File: src/rtl/id_ex_stage.sv
// ID/EX pipeline register with EX-stage operand forwarding and load-use bubble insertion.
// Operands reach the ALU one cycle after decode; forwarding muxes are purely combinational.
module id_ex_stage #(
  parameter int DATA_WIDTH     = 32,
  parameter int OPCODE_LENGTH  = 4,
  parameter int REG_ADDR_WIDTH = 5
) (
  input  logic                      clk,
  input  logic                      rst_n,
  input  logic                      id_valid,
  input  logic                      stall,
  input  logic                      flush,
  input  logic [DATA_WIDTH-1:0]     id_pc,
  input  logic [DATA_WIDTH-1:0]     id_rs1_data,
  input  logic [DATA_WIDTH-1:0]     id_rs2_data,
  input  logic [DATA_WIDTH-1:0]     id_imm,
  input  logic [REG_ADDR_WIDTH-1:0] id_rs1,
  input  logic [REG_ADDR_WIDTH-1:0] id_rs2,
  input  logic [REG_ADDR_WIDTH-1:0] id_rd,
  input  logic [OPCODE_LENGTH-1:0]  id_alu_op,
  input  logic                      id_alu_src,
  input  logic                      id_reg_write,
  input  logic                      id_mem_read,
  input  logic                      id_mem_write,
  input  logic                      id_branch,
  input  logic [REG_ADDR_WIDTH-1:0] exmem_rd,
  input  logic                      exmem_reg_write,
  input  logic [DATA_WIDTH-1:0]     exmem_result,
  input  logic [REG_ADDR_WIDTH-1:0] memwb_rd,
  input  logic                      memwb_reg_write,
  input  logic [DATA_WIDTH-1:0]     memwb_result,
  output logic [DATA_WIDTH-1:0]     SrcA,
  output logic [DATA_WIDTH-1:0]     SrcB,
  output logic [OPCODE_LENGTH-1:0]  Operation,
  output logic                      ex_valid,
  output logic [DATA_WIDTH-1:0]     ex_pc,
  output logic [DATA_WIDTH-1:0]     ex_store_data,
  output logic [REG_ADDR_WIDTH-1:0] ex_rd,
  output logic                      ex_reg_write,
  output logic                      ex_mem_read,
  output logic                      ex_mem_write,
  output logic                      ex_branch,
  output logic                      load_use_stall,
  output logic [31:0]               bubble_count
);

  logic                      r_valid;
  logic [DATA_WIDTH-1:0]     r_pc;
  logic [DATA_WIDTH-1:0]     r_rs1_data;
  logic [DATA_WIDTH-1:0]     r_rs2_data;
  logic [DATA_WIDTH-1:0]     r_imm;
  logic [REG_ADDR_WIDTH-1:0] r_rs1;
  logic [REG_ADDR_WIDTH-1:0] r_rs2;
  logic [REG_ADDR_WIDTH-1:0] r_rd;
  logic [OPCODE_LENGTH-1:0]  r_alu_op;
  logic                      r_alu_src;
  logic                      r_reg_write;
  logic                      r_mem_read;
  logic                      r_mem_write;
  logic                      r_branch;
  logic [31:0]               r_bubble_count;

  logic                      w_load_use;
  logic [DATA_WIDTH-1:0]     w_fwd_a;
  logic [DATA_WIDTH-1:0]     w_fwd_b;

  // A load in EX whose destination is read by decode must wait one cycle for its data.
  assign w_load_use = r_valid && r_mem_read && (r_rd != '0) && id_valid &&
                      ((r_rd == id_rs1) || (r_rd == id_rs2)) && !flush && !stall;

  // Youngest producer wins; x0 is hardwired zero and never forwarded.
  always_comb begin
    w_fwd_a = r_rs1_data;
    if (exmem_reg_write && (exmem_rd == r_rs1) && (r_rs1 != '0))
      w_fwd_a = exmem_result;
    else if (memwb_reg_write && (memwb_rd == r_rs1) && (r_rs1 != '0))
      w_fwd_a = memwb_result;
  end

  always_comb begin
    w_fwd_b = r_rs2_data;
    if (exmem_reg_write && (exmem_rd == r_rs2) && (r_rs2 != '0))
      w_fwd_b = exmem_result;
    else if (memwb_reg_write && (memwb_rd == r_rs2) && (r_rs2 != '0))
      w_fwd_b = memwb_result;
  end

  always_ff @(posedge clk) begin
    if (!rst_n) begin
      r_valid        <= 1'b0;
      r_pc           <= '0;
      r_rs1_data     <= '0;
      r_rs2_data     <= '0;
      r_imm          <= '0;
      r_rs1          <= '0;
      r_rs2          <= '0;
      r_rd           <= '0;
      r_alu_op       <= '0;
      r_alu_src      <= 1'b0;
      r_reg_write    <= 1'b0;
      r_mem_read     <= 1'b0;
      r_mem_write    <= 1'b0;
      r_branch       <= 1'b0;
      r_bubble_count <= '0;
    end else if (flush || w_load_use) begin
      r_valid     <= 1'b0;
      r_rd        <= '0;
      r_alu_op    <= '0;
      r_reg_write <= 1'b0;
      r_mem_read  <= 1'b0;
      r_mem_write <= 1'b0;
      r_branch    <= 1'b0;
      // Only hazard bubbles are counted; flushes are not.
      if (w_load_use && (r_bubble_count != 32'hFFFF_FFFF))
        r_bubble_count <= r_bubble_count + 32'd1;
    end else if (!stall) begin
      r_valid     <= id_valid;
      r_pc        <= id_pc;
      r_rs1_data  <= id_rs1_data;
      r_rs2_data  <= id_rs2_data;
      r_imm       <= id_imm;
      r_rs1       <= id_rs1;
      r_rs2       <= id_rs2;
      r_rd        <= id_rd;
      r_alu_op    <= id_alu_op;
      r_alu_src   <= id_alu_src;
      r_reg_write <= id_reg_write;
      r_mem_read  <= id_mem_read;
      r_mem_write <= id_mem_write;
      r_branch    <= id_branch;
    end
  end

  assign SrcA           = w_fwd_a;
  assign SrcB           = r_alu_src ? r_imm : w_fwd_b;
  assign ex_store_data  = w_fwd_b;
  assign Operation      = r_alu_op;
  assign ex_valid       = r_valid;
  assign ex_pc          = r_pc;
  assign ex_rd          = r_rd;
  assign ex_reg_write   = r_reg_write;
  assign ex_mem_read    = r_mem_read;
  assign ex_mem_write   = r_mem_write;
  assign ex_branch      = r_branch;
  assign load_use_stall = w_load_use;
  assign bubble_count   = r_bubble_count;

endmodule

File: config.mk
export PLATFORM = sky130hd
export DESIGN_NAME = id_ex_stage
export DESIGN_NICKNAME = d
export VERILOG_FILES = /design/src/rtl/id_ex_stage.sv
export SDC_FILE = /design/constraint.sdc
export NUM_CORES = 1
export LEC_CHECK = 0
export CELL_PAD_IN_SITES_DETAIL_PLACEMENT = 1
export CELL_PAD_IN_SITES_GLOBAL_PLACEMENT = 1
export CORE_UTILIZATION = 29
export CTS_BUF_LIST = sky130_fd_sc_hd__clkbuf_16
export DETAILED_ROUTE_END_ITERATION = 8
export GPL_TIMING_DRIVEN = 0
export PLACE_DENSITY_LB_ADDON = 0.1
export SYNTH_ARGS = -nofsm -noshare
export SYNTH_HDL_FRONTEND = slang
export SYNTH_SLANG_ARGS = --single-unit
File: constraint.sdc
create_clock -name clk -period 2.9 [get_ports clk]
set_input_delay 0.58 -clock clk [delete_from_list [all_inputs] [get_ports clk]]
set_output_delay 0.58 -clock clk [all_outputs]
set_load 0.03 [all_outputs]
======== Yosys cells after proc, flatten, opt, wreduce, memory -nomap -nowiden ========
Cells that the tools add are included.
storage, ports and cells
  bits in registers ....................... 185
  input port bits ......................... 233
  output and inout bits ................... 175
cells by class
  add/sub/neg operators ................... 1
  eq/ne operators ......................... 7
  multiplexer cells ....................... 5
  bitwise logic cells ..................... 3
  reduce and logical (&&, ||, !) cells .... 25
operators by type and width
  kind                                           count
  two-way mux 32 bit                             5
  adder 32 x 1 -> 32 bit, second input constant  1
  inequality test 32 bit, second input constant  1
  == test 5 bit                                  6
  logical AND 1 bit                              15
  nonzero test 5 bit                             3
  AND reduction 2 bit                            2
  NOT 1 bit                                      3
  logical NOT 1 bit                              2
  logical OR 1 bit                               2
  OR reduction 2 bit                             1

======== Logic depth before layout (Yosys ltp) ========
Gate-level depths: netlist of the first run.
  depth in word-level cells ............... 9
  depth in mapped cells ................... 10
  mapped depth without buffers ............ 7

======== Worst setup path after synthesis of the first run ========
Ideal clock, no wire load.
  kind .................................... input -> output
  start point ............................. input memwb_rd[0]
  end point ............................... output SrcB[10]
  data arrival time ....................... 2.529 ns
  required time ........................... 2.320 ns
  setup slack ............................. -0.209 ns
  cell stages on the path ................. 6
  cell sequence ........................... xor2_1 > nor4_2 > buf_2 > mux2i_1 > a21oi_1 > mux2_2
on the way
  word-level cells in the longest chain between the ends .. 6
ends and longest elaborated chain
  item                             line  source
  start: declaration               29    input logic [REG_ADDR_WIDTH-1:0] memwb_rd,
  == test 5 bit                    84    else if (memwb_reg_write && (memwb_rd == r_rs2) && (r_rs2 != '0))
  logical AND 1 bit (2 in series)  84
  two-way mux 32 bit               84
  two-way mux 32 bit               82    if (exmem_reg_write && (exmem_rd == r_rs2) && (r_rs2 != '0))
  via ex_store_data[10]            37    output logic [DATA_WIDTH-1:0] ex_store_data,
  two-way mux 32 bit               135   assign SrcB = r_alu_src ? r_imm : w_fwd_b;
  end: declaration                 33    output logic [DATA_WIDTH-1:0] SrcB,
The timed path passes the listed nets, and every way through them passes these cells.

======== Final worst setup path of the first run ========
  start point ............................. register r_rs2[1]
  end point ............................... output SrcB[1]
on the way
  word-level cells in the longest chain between the ends .. 6
  elaborated cells between the ends (all ways) .. 10
ends and longest elaborated chain
  item                             line  source
  start: declaration               53    logic [REG_ADDR_WIDTH-1:0] r_rs2;
  start signal: assignment         123   r_rs2 <= id_rs2;
  == test 5 bit                    84
  logical AND 1 bit (2 in series)  84
  two-way mux 32 bit               84
  two-way mux 32 bit (*)           82
  two-way mux 32 bit (*)           135
Mark *: on every way between the ends. The rest lies on a longest branch, timed or not.

==> flow_summary.ini, run 1 <==
[layout]
final_cell_mix = nand2_1 (319), clkdlybuf4s50_1 (297), dfxtp_1 (175)
final_layout_size_suffix_gt1_share_pct = 27.0
nFillCells = 3464
syn_to_final_growth_pct = 78.3
nets = 1860
final_area_um2 = 16100
final_common_cell = nand2_1

[routing]
dr.pass1.iters = 6
vias = 10100
drt-total-wl_um = 42300
drt-vias-per-instance = 4.93
routedWlPerCell_um = 20.7
drt_iter0_drc = 383
antenna_left = 0
drcViolationCount = 0

[timing]
fin_ws_ns = -0.337
tightestPinTransition_ns = 0.872
fin_crit_sh_pct = 112
fmaxAchievable_ghz = 0.309
hold_violations = 0
slew_violations = 0
slew_headroom_pct = 41.9
setup_viol = 96
clock_skew_ns = 0.00842
layout_min_cycle_time_ns = 3.24
fin_setup_tns_ns = -15.91
rsz0062_at_grt = true

[die]
die_h_um = 179
core_um2 = 30700
initial_core_util_pct = 29.5
ioPinCount = 408
dieWidth_um = 179
die_area_um2 = 31900
rows = 64

[clock_tree]
clkLatencyLatePin_ns = 0.44
clockBufferDepth = 2
cts_buffers = 17
htreeDepth = 4
cts.sinks = 185
cts_tree = yes
clkTransAtPathRegs_ns = 0.07
root_buffer = clkbuf_16

[grt]
grt.total_usage_pct = 24.9
grt_overflow = 0
grt_use_met2_pct = 44.4
grt_pass1_wl_um = 59400
grt_max_degree = 17
busiest_layer = met2
antenna_found_initial = 11
use_met3_pct = 7.10
grt_use_met1_pct = 28.3
grt_pass1_vias = 10200

[synth]
yosys.cell_types.count = 42
netlist.area_leader.share_pct = 40.9
synth_fp_nets = 1382
syn_inst = 1148
netlist_area_um2 = 9050
synth_top_area_cell = dfxtp_1
yosysWarnings = 0
ys_seq_elements = 185
ys_seq_area_share_pct = 40.9
syn_area_per_cell_um2 = 7.89
ys_top_cells_by_area = dfxtp_1 (41%), nand2_1 (14%), a21oi_1 (10%)

[placed_design]
globalplace.congestion = 0.856
dp_worst_setup_slack_ns = -1.54
port_buffers = 406
place_area_um2 = 13700
dp_hpwl_um = 30900

[critical_path]
crit_fanout = 8
worst-endpoint-required_ns = 2.32
crit_path_start_kind = flip-flop
worstSetupPathType = flip-flop to primary output
rr_startpoint = ex_rd[0]$_SDFFE_PP0N_
cp_cell_sequence = xnor2_2, nand4_1, nor4_4, buf_12, buf_12, mux2i_4, a21oi_4, mux2_4, buf_8
cpPeakStageDelay_ns = 0.39
crit_top_cell = buf_12
r2r_end = r_imm[29]$_SDFFE_PN0P_
worstPathArrival_ns = 2.66
crit_path_top_delay_cell = dfxtp_4
reg2reg_slack_ns = 0.27
reg2reg_depth = 8
worst_setup_path_end_kind = primary output

[power_and_ir_drop]
ir_worst_vdd_mv = 0.364
p_per_area_nw_per_um2 = 395
leakage_nw = 6.02
finalPower_mw = 6.37

[worst_hold_path]
hp-start = r_rs1_data[28]$_SDFFE_PN0P_
hold_class = flip-flop to flip-flop
whs_path_depth = 2
hold_end = r_rs1_data[28]$_SDFFE_PN0P_

[status]
violations = negative setup slack
outcome = finished, violations left

[job]
max-cap-violations = 0
worst max-delay path: cells and delay by family, from the launching register on:
kind / cells / cell delay [ns]
mux: 2 / 0.56
simple gates: 2 / 0.53
buf+inv: 3 / 0.52
flops: 1 / 0.39
xor+xnor: 1 / 0.11
compound gates: 1 / 0.09
repair_timing:
item | in CTS | in global routing
pin swaps | 22 | 60
hold buffers | 0 | 0
setup endpoints to repair | 207 | 186
gates cloned | 5 | 9
gates resized for setup | 856 | 221
buffers inserted | 14 | 30
how the worst max path moves through the flow:
stage / start / endpoint / slack, ns / cells past startpoint
detailed placement: memwb_rd[2] / SrcA[13] / -1.54 / 8
floorplan: exmem_rd[0] / SrcB[0] / -0.11 / 6
global placement: exmem_rd[0] / SrcA[13] / -2.09 / 8
finish: r_rs2[1]$_SDFFE_PN0P_ / SrcB[1] / -0.34 / 9
global route: r_rs2[4]$_SDFFE_PN0P_ / SrcB[28] / -0.42 / 9
CTS: r_rs2[1]$_SDFFE_PN0P_ / SrcB[25] / -0.33 / 9
cells by family (layout without fill, tap and decap cells):
family                   after synthesis  in the layout  share of synthesized area [%]
other                                  0             10                              0
AO/OA/AOI/OAI                        241            241                           14.1
buffers and inverters                 86            577                           4.20
flip-flops                           185            185                           40.9
XOR/XNOR                              34             34                           3.29
adder cells (fa/ha/maj)                1              1                          0.138
AND/OR/NAND/NOR                      479            479                           23.4
multiplexers                         122            122                           13.9
per-layer routing:
| metal | part of all wire [%] | vias up |
|---|---|---|
| li1 | - | 4867 |
| met1 | 40 | 4858 |
| met2 | 51 | 300 |
| met3 | 6.9 | 61 |
| met4 | 2.4 | 4 |
| met5 | 0.052 | - |
through the flow:
step,cells,utilization (%),hold WS (ns)
global route,2040,52.6,0.473
CTS,2002,48.9,0.457
floorplan,1148,-,0.433
finish,2045,52.6,0.456
global placement,1950,44.8,0.439
detailed placement,1951,44.8,0.448
cell usage after synthesis:
cell type and count:
nand2_1 342, a21oi_1 185, dfxtp_1 185, mux2i_1 90, clkbuf_1 50, nor2_1 48
o21ai_0 36, mux2_2 32, buf_2 25, xnor2_1 24, nand4_1 15, nand2b_1 14
nand3_1 13, o31ai_1 11, or4_1 11, nor2_4 10, xor2_1 10, or3_1 9
inv_1 4, nor4_1 4, buf_1 3, nor4_2 3, o211ai_1 3, and3_1 2
nor3_1 2, a21boi_2 1, a31oi_1 1, and4_1 1, buf_12 1, buf_6 1
ha_1 1, inv_2 1, inv_4 1, nand2_4 1, nand4_2 1, nor3_2 1
nor4_4 1, o211ai_4 1, o21ai_1 1, o22a_1 1, o22ai_2 1, or4_4 1
sequential cells by signal, indices dropped and copies added (netlist names), 4 cells and up:
signal        cells
bubble_count     32
r_rs2_data       32
ex_rd             5
Operation         4
r_rs1_data       32
r_rs1             5
ex_pc            32
r_rs2             5
r_imm            32
report_power, final:
group          internal, mW  switching, mW
registers              2.63         0.0697
clock network          1.15           1.06
logic                 0.730          0.723
total                  4.52           1.86
layout make-up:
class / count / area [um2] / area share, %
diodes: 10 / 25.0 / 0.155
flip-flops and latches: 185 / 3730 / 23.1
clock buffers: 17 / 425 / 2.64
clock inverters: 15 / 98.8 / 0.612
well taps: 396 / 495 / 3.07
inverters: 6 / 25.0 / 0.155
multi-input cells: 877 / 5910 / 36.6
repair buffers: 461 / 4830 / 29.9
plain buffers: 78 / 603 / 3.74
Note: power is estimated with default switching activity, not from simulation.
==> run 2, diff against run 1 <==
--- a/config.mk
+++ b/config.mk
@@ -9,6 +9,7 @@
 export CELL_PAD_IN_SITES_GLOBAL_PLACEMENT = 1
 export CORE_UTILIZATION = 29
 export CTS_BUF_LIST = sky130_fd_sc_hd__clkbuf_16
+export CTS_CLUSTER_SIZE = 12
 export DETAILED_ROUTE_END_ITERATION = 8
 export GPL_TIMING_DRIVEN = 0
 export PLACE_DENSITY_LB_ADDON = 0.1
==> constraint.sdc (replaced) <==
create_clock -name clk -period 3.2 [get_ports clk]
set_input_delay 0.64 -clock clk [delete_from_list [all_inputs] [get_ports clk]]
set_output_delay 0.64 -clock clk [all_outputs]
set_load 0.03 [all_outputs]
==> flow_summary.ini, run 2 (same netlist as run 1, synthesis figures left out) <==
[placed_design]
dp_hpwl_um = 30900
dp_worst_setup_slack_ns = -1.36
globalplace.congestion = 0.856
dp_cells = 1951
place_area_um2 = 13700
port_buffers = 406

[layout]
syn_to_final_growth_pct = 63.4
final_cell_mix = nand2_1 (342), clkdlybuf4s50_1 (297), dfxtp_1 (179)
fin_cells = 2006
nFillCells = 3597
final_area_um2 = 14800
fin_util_pct = 48.2
nets = 1822
final_layout_size_suffix_gt1_share_pct = 19.8
final_common_cell = nand2_1

[die]
initial_core_util_pct = 29.5
rows = 64
die_h_um = 179
ioPinCount = 408
core_um2 = 30700
dieWidth_um = 179
die_area_um2 = 31900

[grt]
grt_pass1_wl_um = 59000
grt_max_degree = 17
grt_pass1_vias = 10200
grt.total_usage_pct = 24.7
antenna_found_initial = 13
grt_overflow = 0

[timing]
rsz0062_at_grt = true
tightestPinTransition_ns = 0.848
clock_skew_ns = 0.00775
fin_setup_tns_ns = -1.54
slew_violations = 0
setup_viol = 31
hold_violations = 0
fin_ws_ns = -0.0956
slew_headroom_pct = 43.5
fin_crit_sh_pct = 103
fmaxAchievable_ghz = 0.303
layout_min_cycle_time_ns = 3.30
hold_ws_ns = 0.456

[power_and_ir_drop]
clkPwrFrac_pct = 35.5
p_seq_share_pct = 43.4
finalPower_mw = 5.64
internal_power_mw = 4.01
p_per_area_nw_per_um2 = 381
switchingPower_mw = 1.63
ir_worst_vdd_mv = 0.344
sw_frac_of_total_pct = 28.9
comb_power_share_pct = 21.0
leakage_nw = 5.45

[critical_path]
worst_setup_path_end_kind = primary output
worstSetupPathType = flip-flop to primary output
worst-endpoint-required_ns = 2.56
worstPathArrival_ns = 2.66
crit_fanout = 7
crit_path_start_kind = flip-flop

[routing]
drt_iter0_drc = 314
antenna_left = 0
drt-vias-per-instance = 4.89
dr.pass1.iters = 4
vias = 9817
drt-total-wl_um = 40100
drcViolationCount = 0
routedWlPerCell_um = 20.0

[clock_tree]
htreeDepth = 4
root_buffer = clkbuf_16
cts.sinks = 185
clkLatencyLatePin_ns = 0.44
cts_buffers = 17
clockBufferDepth = 2
cts_tree = yes
clkTransAtPathRegs_ns = 0.07

[status]
violations = negative setup slack
outcome = finished, violations left

[worst_hold_path]
hold_class = flip-flop to flip-flop

[job]
max-cap-violations = 0
## run 2: cell count changes in the layout (fill, tap and decap cells not counted), moves of 12 or more
cell / previous run / this run
buf_2: 14 / 57
buf_6: 107 / 48
mux2i_1: 49 / 63
nand2_1: 319 / 342
nand2_4: 13 / 1
o21ai_0: 4 / 26
o21ai_4: 12 / 0
## run 2: area by class of cell
| type | instances | area (um2) | share of cell area [%] |
|---|---|---|---|
| antenna | 9 | 22.5 | 0.152 |
| buffer | 78 | 464 | 3.14 |
| clock buffer | 17 | 425 | 2.88 |
| clock inverter | 15 | 98.8 | 0.668 |
| inverter | 6 | 25.0 | 0.169 |
| multi-input combinational | 877 | 5480 | 37.0 |
| sequential | 185 | 3720 | 25.1 |
| tap | 396 | 495 | 3.35 |
| timing repair buffer | 423 | 4070 | 27.5 |
## run 2: repair_timing
action,4_1_cts,5_1_grt
pin swaps,39,11
resized for setup,667,131
endpoints found under the setup margin,120,111
cloned,3,0
buffers inserted,7,7
hold buffers,0,0
## run 2: path summary, 6_finish.rpt
check             slack (ns)                         from                     endpoint  cells after the start
setup / recovery        -0.1        r_rs2[1]$_SDFFE_PN0P_                      SrcB[1]                     10
hold / removal          0.46  r_rs1_data[28]$_SDFFE_PN0P_  r_rs1_data[28]$_SDFFE_PN0P_                      2
setup reg to reg        0.40        ex_rd[4]$_SDFFE_PP0N_       r_imm[16]$_SDFFE_PN0P_                      8
hold reg to reg         0.46  r_rs1_data[28]$_SDFFE_PN0P_  r_rs1_data[28]$_SDFFE_PN0P_                      2
## run 2: power groups by stage
stage	Sequential, mW	Combinational (mW)	Clock, mW
final	2.45	1.19	2.00
after global routing	2.46	1.27	2.14
after CTS	2.44	1.17	2.06
after detailed placement	2.50	1.16	0
after global placement	2.49	1.15	0
after floorplan	2.53	0.493	0
## run 2: critical path, stage by stage, from the launching register on
cell and delay [ns]:
dfxtp_4 0.37, or4_4 0.52, nor2_4 0.12, nor4_4 0.06, buf_6 0.15, buf_12 0.13, buf_12 0.14, mux2i_4 0.20
a21oi_4 0.09, mux2_4 0.28, buf_8 0.14
## run 2: layer usage
metal	vias up	wire, um	GRT usage (%)	part of all wire (%)
li1	4792	-	-	-
met1	4693	16500	28.0	41
met2	275	20100	44.1	50
met3	49	2700	7.23	6.7
met4	8	782	7.91	1.9
met5	-	57	0	0.14
